==> config.mk <==
export PLATFORM = sky130hd
export DESIGN_NAME = serial_pattern_tx
export DESIGN_NICKNAME = d
export VERILOG_FILES = /design/src/rtl/serial_pattern_tx_pkg.sv /design/src/rtl/serial_pattern_tx.sv
export SDC_FILE = /design/constraint.sdc
export NUM_CORES = 1
export LEC_CHECK = 0
export BUFFER_PORTS_ARGS = -buffer_cell sky130_fd_sc_hd__buf_2
export CAP_MARGIN = 15
export CORE_MARGIN = 5
export CORE_UTILIZATION = 36
export DETAILED_ROUTE_END_ITERATION = 7
export GPL_ROUTABILITY_DRIVEN = 0
export HOLD_SLACK_MARGIN = 0.02
export PLACE_DENSITY = 0.64
export SETUP_SLACK_MARGIN = 0.5
export SLEW_MARGIN = 20
export SYNTH_ARGS = -nofsm -noshare
export SYNTH_HDL_FRONTEND = slang
export SYNTH_SLANG_ARGS = --single-unit
==> constraint.sdc <==
create_clock -name clock -period 4.9 [get_ports clock]
set_input_delay 1.225 -clock clock [delete_from_list [all_inputs] [get_ports clock]]
set_output_delay 1.225 -clock clock [all_outputs]
set_load 0.01 [all_outputs]
==> src/rtl/serial_pattern_tx_pkg.sv <==
// Shared constants and state encoding for the serial pattern transmitter.
package serial_pattern_tx_pkg;

  typedef enum logic [1:0] {
    IDLE  = 2'b00,
    SHIFT = 2'b01,
    GAP   = 2'b10
  } state_t;

  localparam int DEF_WIDTH      = 8;
  localparam int DEF_LEN_W      = 4;
  localparam int DEF_GAP_CYCLES = 2;

  function automatic int max_int(input int a, input int b);
    return (a > b) ? a : b;
  endfunction

endpackage

==> src/rtl/serial_pattern_tx.sv <==
// Shifts a latched word out MSB-first on x_out, then drives a forced-zero gap
// so a downstream sequence detector always sees a terminating 0.
module serial_pattern_tx
  import serial_pattern_tx_pkg::*;
#(
  parameter int WIDTH      = DEF_WIDTH,
  parameter int LEN_W      = DEF_LEN_W,
  parameter int GAP_CYCLES = DEF_GAP_CYCLES
) (
  input  logic             clock,
  input  logic             reset,
  input  logic [WIDTH-1:0] data_in,
  input  logic [LEN_W-1:0] len_in,
  input  logic             valid_in,
  output logic             ready_out,
  output logic             x_out,
  output logic             busy,
  output logic             done,
  output state_t           state_dbg
);

  // One down-counter serves as both the remaining-bit count and the gap count.
  localparam int MAX_CNT = max_int(WIDTH, GAP_CYCLES);
  localparam int CNT_W   = (MAX_CNT < 2) ? 1 : $clog2(MAX_CNT + 1);
  localparam logic [CNT_W-1:0] GAP_LOAD = CNT_W'((GAP_CYCLES > 0) ? GAP_CYCLES - 1 : 0);

  // Handshake: a word is taken on a rising edge where valid_in && ready_out;
  // ready_out is high only in IDLE and never depends on valid_in.
  state_t           state;
  logic [WIDTH-1:0] sh;
  logic [CNT_W-1:0] cnt;
  logic [LEN_W-1:0] len_clamped;
  logic [WIDTH-1:0] aligned;

  assign len_clamped = (len_in > LEN_W'(WIDTH)) ? LEN_W'(WIDTH) : len_in;
  // Left-align the selected bits so the frame always leaves from the top bit.
  assign aligned     = data_in << (LEN_W'(WIDTH) - len_clamped);

  assign ready_out = (state == IDLE);
  assign busy      = (state != IDLE);
  assign state_dbg = state;

  always_ff @(posedge clock or negedge reset) begin
    if (!reset) begin
      state <= IDLE;
      x_out <= 1'b0;
      done  <= 1'b0;
      sh    <= '0;
      cnt   <= '0;
    end else begin
      done <= 1'b0;
      case (state)
        IDLE: begin
          x_out <= 1'b0;
          if (valid_in) begin
            if (len_clamped != '0) begin
              state <= SHIFT;
              x_out <= aligned[WIDTH-1];
              sh    <= aligned << 1;
              cnt   <= CNT_W'(len_clamped - LEN_W'(1));
            end else begin
              done <= 1'b1;
              sh   <= '0;
              if (GAP_CYCLES > 0) begin
                state <= GAP;
                cnt   <= GAP_LOAD;
              end
            end
          end
        end
        SHIFT: begin
          if (cnt == '0) begin
            x_out <= 1'b0;
            done  <= 1'b1;
            if (GAP_CYCLES > 0) begin
              state <= GAP;
              cnt   <= GAP_LOAD;
            end else begin
              state <= IDLE;
            end
          end else begin
            x_out <= sh[WIDTH-1];
            sh    <= sh << 1;
            cnt   <= cnt - CNT_W'(1);
          end
        end
        GAP: begin
          x_out <= 1'b0;
          if (cnt == '0) state <= IDLE;
          else           cnt   <= cnt - CNT_W'(1);
        end
        default: begin
          state <= IDLE;
          x_out <= 1'b0;
          cnt   <= '0;
        end
      endcase
    end
  end

endmodule

==> results.json, run 1 <==
{
  "p_leak_nw": 0.583,
  "worst_ep_arrival_time_ns": 3.32,
  "ios": 21,
  "die_area_um2": 4550,
  "hp-class": "reg -> reg",
  "vias": 1076,
  "cpLargestDelayFamily": "buffers and inverters",
  "ys_seq_area_share_pct": 31.6,
  "first_pass_iters": 4,
  "setup_viol": 0,
  "path_cells": "buf_2 > nor2b_2 > inv_1 > ha_1 > inv_1 > mux4_2 > a22oi_1 > a31oi_1",
  "ys_warn_count": 0,
  "post_cts_buffers": 0,
  "endpoint_kind": "flop",
  "vdd_drop_max_mv": 0.194,
  "crit_top_cell": "inv_1",
  "core_area_um2": 3100,
  "slowest_stage": "nor2b_2",
  "synth_top_cells_by_area": "dfrtp_1 32%, mux2i_1 5.1%, nand2_1 5.1%, a21oi_1 4.6%, nor2_1 4.1%",
  "drtIter0Drc": 49,
  "port-buffer-count": 20,
  "avgRoutedWirePerCell_um": 14.0,
  "drv_slew": 0,
  "fin_crit_ns": 3.19,
  "rsz0062_at_grt": "no",
  "antenna_cells": 0,
  "netlist-cell-type-count": 46,
  "cts_hold_buf": 0,
  "die_w_um": 67.4,
  "drt-total-wl_mm": 2.79,
  "worst_pin_slew_ns": 0.717,
  "netlist_instances": 139,
  "syn_area_um2": 1190,
  "status": "finished, final reports clean",
  "cts-root-buf": "clkbuf_4",
  "cp-start-kind": "input pin",
  "synth_top_cell_by_area": "dfrtp_1",
  "fin_skew_ns": 0.00205,
  "grt_usage_pct": 12.9,
  "ctsResizeCount": 0,
  "max_freq_ghz": 0.314,
  "ys_ff_latch": 15,
  "antenna_left": 0,
  "critical_path_class": "in -> reg",
  "cts.sinks": 15,
  "cts_made_buffers": 3,
  "pwr_density_cell_nw_per_um2": 491,
  "grt_start_max_net_pins": 17,
  "area_growth_pct": 11.7,
  "finalCritPeriodShare_pct": 65.1,
  "grt.overflow.total": 0,
  "worstPathRequired_ns": 5.04,
  "critical_path.max_stage_delay_ns": 0.51,
  "post-place-cells": 195,
  "fin_nets": 174,
  "setup_ws_ns": 1.71,
  "fp.dieH_um": 67.4,
  "rows": 20,
  "cp_max_fo": 10,
  "grt_pass1_vias": 1052,
  "syn_avg_cell_area_um2": 8.54,
  "dp_slack_ns": 1.42,
  "relSlewSlack_pct": 52.1,
  "synth_top_area_share_pct": 31.6,
  "report.final.hold_viol_count": 0,
  "antenna_found_initial": 0,
  "start_util_pct": 38.3,
  "post-route-drc-count": 0,
  "viasPerCell": 5.41,
  "hpwl_mm": 2.16,
  "drv_cap": 0,
  "worst_skew_pair.late_latency_ns": 0.29,
  "cts_tree": "yes",
  "layoutNonFillerInstCount": 199,
  "syn_nets": 157,
  "setup-tns-final_ns": 0,
  "crit_buf_inv": 3,
  "grt_pass1_wl_mm": 4.51,
  "htree_levels": 1,
  "clkTransAtPathRegs_ns": 0.08,
  "drive_gt1_share_pct": 22.6,
  "cts_buffer_depth": 2
}
[synthesized netlist by cell type, drive strengths merged]
| cell | instances |
|---|---|
| nor3b | 2 |
| o32ai | 2 |
| nor2b | 6 |
| a211oi | 1 |
| mux4 | 2 |
| nand4 | 1 |
| o311ai | 1 |
| a21o | 1 |
| a31oi | 1 |
| nand2 | 16 |
| o211a | 1 |
| inv | 8 |
| o22ai | 3 |
| dfrtp | 15 |
| mux2 | 1 |
| nor2 | 13 |
| a21oi | 11 |
| o41ai | 1 |
| a32oi | 4 |
| and2 | 1 |
| a22oi | 4 |
| mux2i | 6 |
| or2 | 1 |
| a21boi | 1 |
| ha | 3 |
| buf | 5 |
| nand2b | 4 |
| and2b | 1 |
| and3 | 1 |
| o21ai | 10 |
| nor3 | 3 |
| nand3 | 2 |
| xnor2 | 2 |
| clkbuf | 3 |
| or3 | 2 |
[worst reg2reg max path: stages (launching register included)]
cell,delay [ns]
dfrtp_1,0.40
inv_1,0.06
ha_1,0.22
nor3b_4,0.20
a211oi_2,0.65
nand2_1,0.09
o21ai_0,0.10
o21ai_1,0.09
[cells by family after synthesis]
kind of cell / Yosys count / share of synthesized area [%]
buf+inv: 16 / 6.11
mux: 9 / 10.1
simple gates: 53 / 23.4
xor+xnor: 2 / 2.11
flops: 15 / 31.6
compound gates: 41 / 23.5
fa+ha+maj: 3 / 3.16
[layout by cell type, fill, tap and decap left out, drive strengths merged, types with 2 or more instances in the layout]
cell and instances:
mux4 2, inv 8, dfrtp 15, nor3b 2, nor2 13, or3 2
o22ai 3, mux2i 6, nand2b 4, buf 20, a32oi 4, ha 3
nor3 3, o21ai 10, nand3 2, xnor2 2, nor2b 6, a21oi 11
o32ai 2, a22oi 4, clkbuf 4, nand2 16
[area by class of cell]
type	instances	area, um^2
repair buffers	20	100
fillers	334	1780
clock buffers	4	26.3
multi-input cells	108	739
flip-flops and latches	15	375
well taps	44	55.1
inverters	8	30.0
[registers in the layout, indices dropped and copies added (netlist names)]
name,flops
cnt,4
done,1
sh,7
state_dbg,2
x_out,1
[path summary, 6_finish.rpt]
check	start	to	slack, ns	cells after the start
worst min-delay path	sh[1]	sh[1]	0.49	2
worst min register to register	sh[1]	sh[1]	0.49	2
min in group asynchronous	reset	cnt[2]	0.83	1
max in group asynchronous	reset	sh[1]	3.83	1
worst max-delay path	len_in[0]	sh[7]	1.71	8
worst max register to register	cnt[1]	sh[6]	2.97	7
[metal layers]
layer	GRT usage [%]	part of all wire, %
met3	2.66	4.9
met2	22.1	50
met5	0	0
met1	15.7	43
met4	5.06	1.7
[where the power goes]
group,leakage [nW],switching (W),internal (W),total [W]
registers,0.186,0.0000595,0.000179,0.000239
logic,0.382,0.000193,0.000149,0.000342
clock network,0.0150,0.0000393,0.0000317,0.0000710
[per-stage QoR]
step	cell area, um^2	total power (W)	hold slack [ns]	utilization [%]
detailed placement	1300	0.000582	0.477	41.9
global placement	1300	0.000575	0.483	41.9
global route	1330	0.000712	0.536	42.7
floorplan	1190	0.000497	0.451	-
CTS	1330	0.000657	0.498	42.7
finish	1330	0.000652	0.489	42.7
No activity file was read; power rests on OpenSTA's default activity.
==> run 2: changes to the inputs <==
Settings changed: ABC_AREA set to 1, PLACE_DENSITY 0.64 to 0.67.
Clock period 4.9 ns to 2.65 ns, I/O delays scaled along.
==> run 2 against run 1 <==
Highest routed layer unchanged. Critical path type unchanged. Sequential share of layout area fell by 0.080 points. Largest cell class unchanged. Total power is 100% higher. Clock power grew 86%.
==> results.json, run 2 <==
{
  "status": "finished, final reports clean",
  "cts_tree": "yes",
  "rows": 20,
  "first_pass_iters": 4,
  "ys_ff_latch": 15,
  "start_util_pct": 37.6,
  "layout_commonest_cell": "nand2_1",
  "fp.dieH_um": 66.5,
  "cts_made_buffers": 3,
  "final_cell_mix": "44 x nand2_1, 23 x nand3_1, 20 x buf_2",
  "avgRoutedWirePerCell_um": 10.7,
  "cts_hold_buf": 0,
  "worst_pin_slew_ns": 0.366,
  "cts_buffer_depth": 2,
  "pwr_density_cell_nw_per_um2": 988,
  "slowest_stage": "ha_1",
  "netlist-cell-type-count": 24,
  "intPower_w": 0.000683,
  "fin_nets": 208,
  "worst_ep_arrival_time_ns": 2.15,
  "post-place-cells": 229,
  "report.final.hold_viol_count": 0,
  "synthFlopType": "dfrtp_1",
  "grt.overflow.total": 0,
  "rrSetupSlack_ns": 1.02,
  "layoutNonFillerInstCount": 233,
  "seqPwrFrac_pct": 31.2,
  "regArea_um2": 375,
  "netlist_instances": 165,
  "setup-tns-final_ns": 0,
  "worst_skew_pair.late_latency_ns": 0.28,
  "power_frac_comb_pct": 58.8,
  "vias": 1103,
  "post_cts_buffers": 0,
  "ctsResizeCount": 0,
  "grt_pass1_vias": 1031,
  "viasPerCell": 4.73,
  "antenna_left": 0,
  "area_growth_pct": 15.8,
  "cp-start-kind": "input pin",
  "port-buffer-count": 20,
  "clockPowerShare_pct": 10.0,
  "p_sw_w": 0.000631,
  "drv_cap": 0,
  "clkTransAtPathRegs_ns": 0.10,
  "cts-root-buf": "clkbuf_4",
  "grt_start_max_net_pins": 16,
  "relSlewSlack_pct": 75.5,
  "worstPathRequired_ns": 2.82,
  "vdd_drop_max_mv": 0.246,
  "setup_ws_ns": 0.668,
  "multiInputGateArea_um2": 682,
  "drtIter0Drc": 52,
  "synth_top_cell_by_area": "dfrtp_1",
  "drv_slew": 0,
  "hpwl_mm": 2.01,
  "drive_gt1_share_pct": 22.8,
  "ios": 21,
  "cts.sinks": 15,
  "p_leak_nw": 0.700,
  "core_area_um2": 3050,
  "setup_viol": 0,
  "rsz0062_at_grt": "no",
  "hp-class": "in -> async",
  "max_freq_ghz": 0.504,
  "endpoint_kind": "flop",
  "grt_pass1_wl_mm": 4.44,
  "ys_warn_count": 0,
  "yosysMostFrequentCell": "nand2_1",
  "post-route-drc-count": 0,
  "finalCritPeriodShare_pct": 74.8,
  "syn_avg_cell_area_um2": 6.96,
  "fin_crit_ns": 1.98,
  "ys_seq_area_share_pct": 32.7,
  "critical_path.max_stage_delay_ns": 0.45,
  "antenna_found_initial": 0,
  "synth_top_cells_by_area": "dfrtp_1 33%, nand2_1 14%, nand3_1 10%, a21oi_1 6.1%, inv_1 4.9%",
  "r2r.worst_path.cells": 9,
  "synthTopCellsByCount": "44 x nand2_1, 23 x nand3_1, 15 x dfrtp_1, 15 x inv_1, 14 x a21oi_1",
  "cp_max_fo": 10,
  "fin_skew_ns": 0.00864,
  "dp_slack_ns": 0.415,
  "crit_top_cell": "nand3_1",
  "synth_enable_flop_cells": 0,
  "synth_top_area_share_pct": 32.7,
  "syn_nets": 183,
  "fillers": 350,
  "swShare_pct": 48.0,
  "drt-total-wl_mm": 2.50,
  "path_cells": "buf_2 > inv_2 > nand2_2 > ha_1 > clkinv_1 > nand3_1 > nand3_1 > nand3_1 > nand2_1",
  "die_w_um": 66.5,
  "htree_levels": 1,
  "synthArstFlopShare_pct": 100,
  "critical_path_class": "in -> reg",
  "die_area_um2": 4420,
  "antenna_cells": 0,
  "top_register": "sh",
  "syn_area_um2": 1150,
  "largest_reg_flops": 7,
  "grt_usage_pct": 12.6
}
run 2: cell count changes after synthesis, moves of 5 or more:
| cell | previous run | this run |
|---|---|---|
| nand3_1 | 1 | 23 |
| inv_1 | 7 | 15 |
| mux2i_1 | 6 | 0 |
| nand2_1 | 16 | 44 |
| nor2b_1 | 5 | 0 |
run 2: worst paths after layout:
| path | end | from |
|---|---|---|
| max | x_out | len_in[3] |
| min | cnt[1] | reset |
| max reg2reg | cnt[3] | cnt[0] |
| min reg2reg | x_out | sh[7] |
| max in group asynchronous | sh[4] | reset |
| min in group clock | x_out | sh[7] |
run 2: power groups by stage:
| stage | registers (W) | clock network, W | logic, W |
|---|---|---|---|
| floorplan | 0.000419 | 0 | 0.000591 |
| global placement | 0.000415 | 0 | 0.000773 |
| detailed placement | 0.000417 | 0 | 0.000774 |
| CTS | 0.000412 | 0.000134 | 0.000779 |
| global route | 0.000427 | 0.000145 | 0.000882 |
| finish | 0.000410 | 0.000132 | 0.000772 |
run 2: per-layer routing:
metal	GRT usage, %	up-vias	share of wire [%]	wire length [um]
li1	-	588	-	-
met4	5.33	0	1.3	32
met5	0	-	0	0
met1	17.7	478	52	1290
met3	0.843	2	5.3	132
met2	20.0	35	42	1040
run 2: worst max-delay path: cells and delay by family:
| kind | cells | cell delay, ns |
|---|---|---|
| AND/OR/NAND/NOR | 5 | 0.58 |
| buffers and inverters | 3 | 0.47 |
| adder cells (fa/ha/maj) | 1 | 0.45 |
run 2: final cells by class:
| class | instances | share of cell area, % |
|---|---|---|
| sequential | 15 | 28.2 |
| inverter | 23 | 6.87 |
| clock buffer | 4 | 1.98 |
| multi-input combinational | 127 | 51.3 |
| timing repair buffer | 20 | 7.53 |
| tap | 44 | 4.14 |
run 2: cell families (layout without fill, tap and decap cells):
group,count (synthesis),count (layout),synth area share [%]
adders and majority gates,3,3,3.27
xor gates and xnor gates,3,3,2.29
DFF,15,15,32.7
AOI/OAI and AO/OA,28,28,14.2
and+or+nand+nor,93,93,39.7
buffers and inverters,23,47,7.95
run 2: per-stage QoR:
| stage | hold slack, ns | total power [W] | util [%] | instance area, um^2 |
|---|---|---|---|---|
| 5_1_grt | 0.283 | 0.00145 | 43.6 | 1330 |
| 4_1_cts | 0.277 | 0.00132 | 43.6 | 1330 |
| 2_1_floorplan | 0.367 | 0.00101 | - | 1150 |
| 6_report | 0.264 | 0.00131 | 43.6 | 1330 |
| 3_3_place_gp | 0.480 | 0.00119 | 42.7 | 1300 |
| 3_5_place_dp | 0.475 | 0.00119 | 42.7 | 1300 |
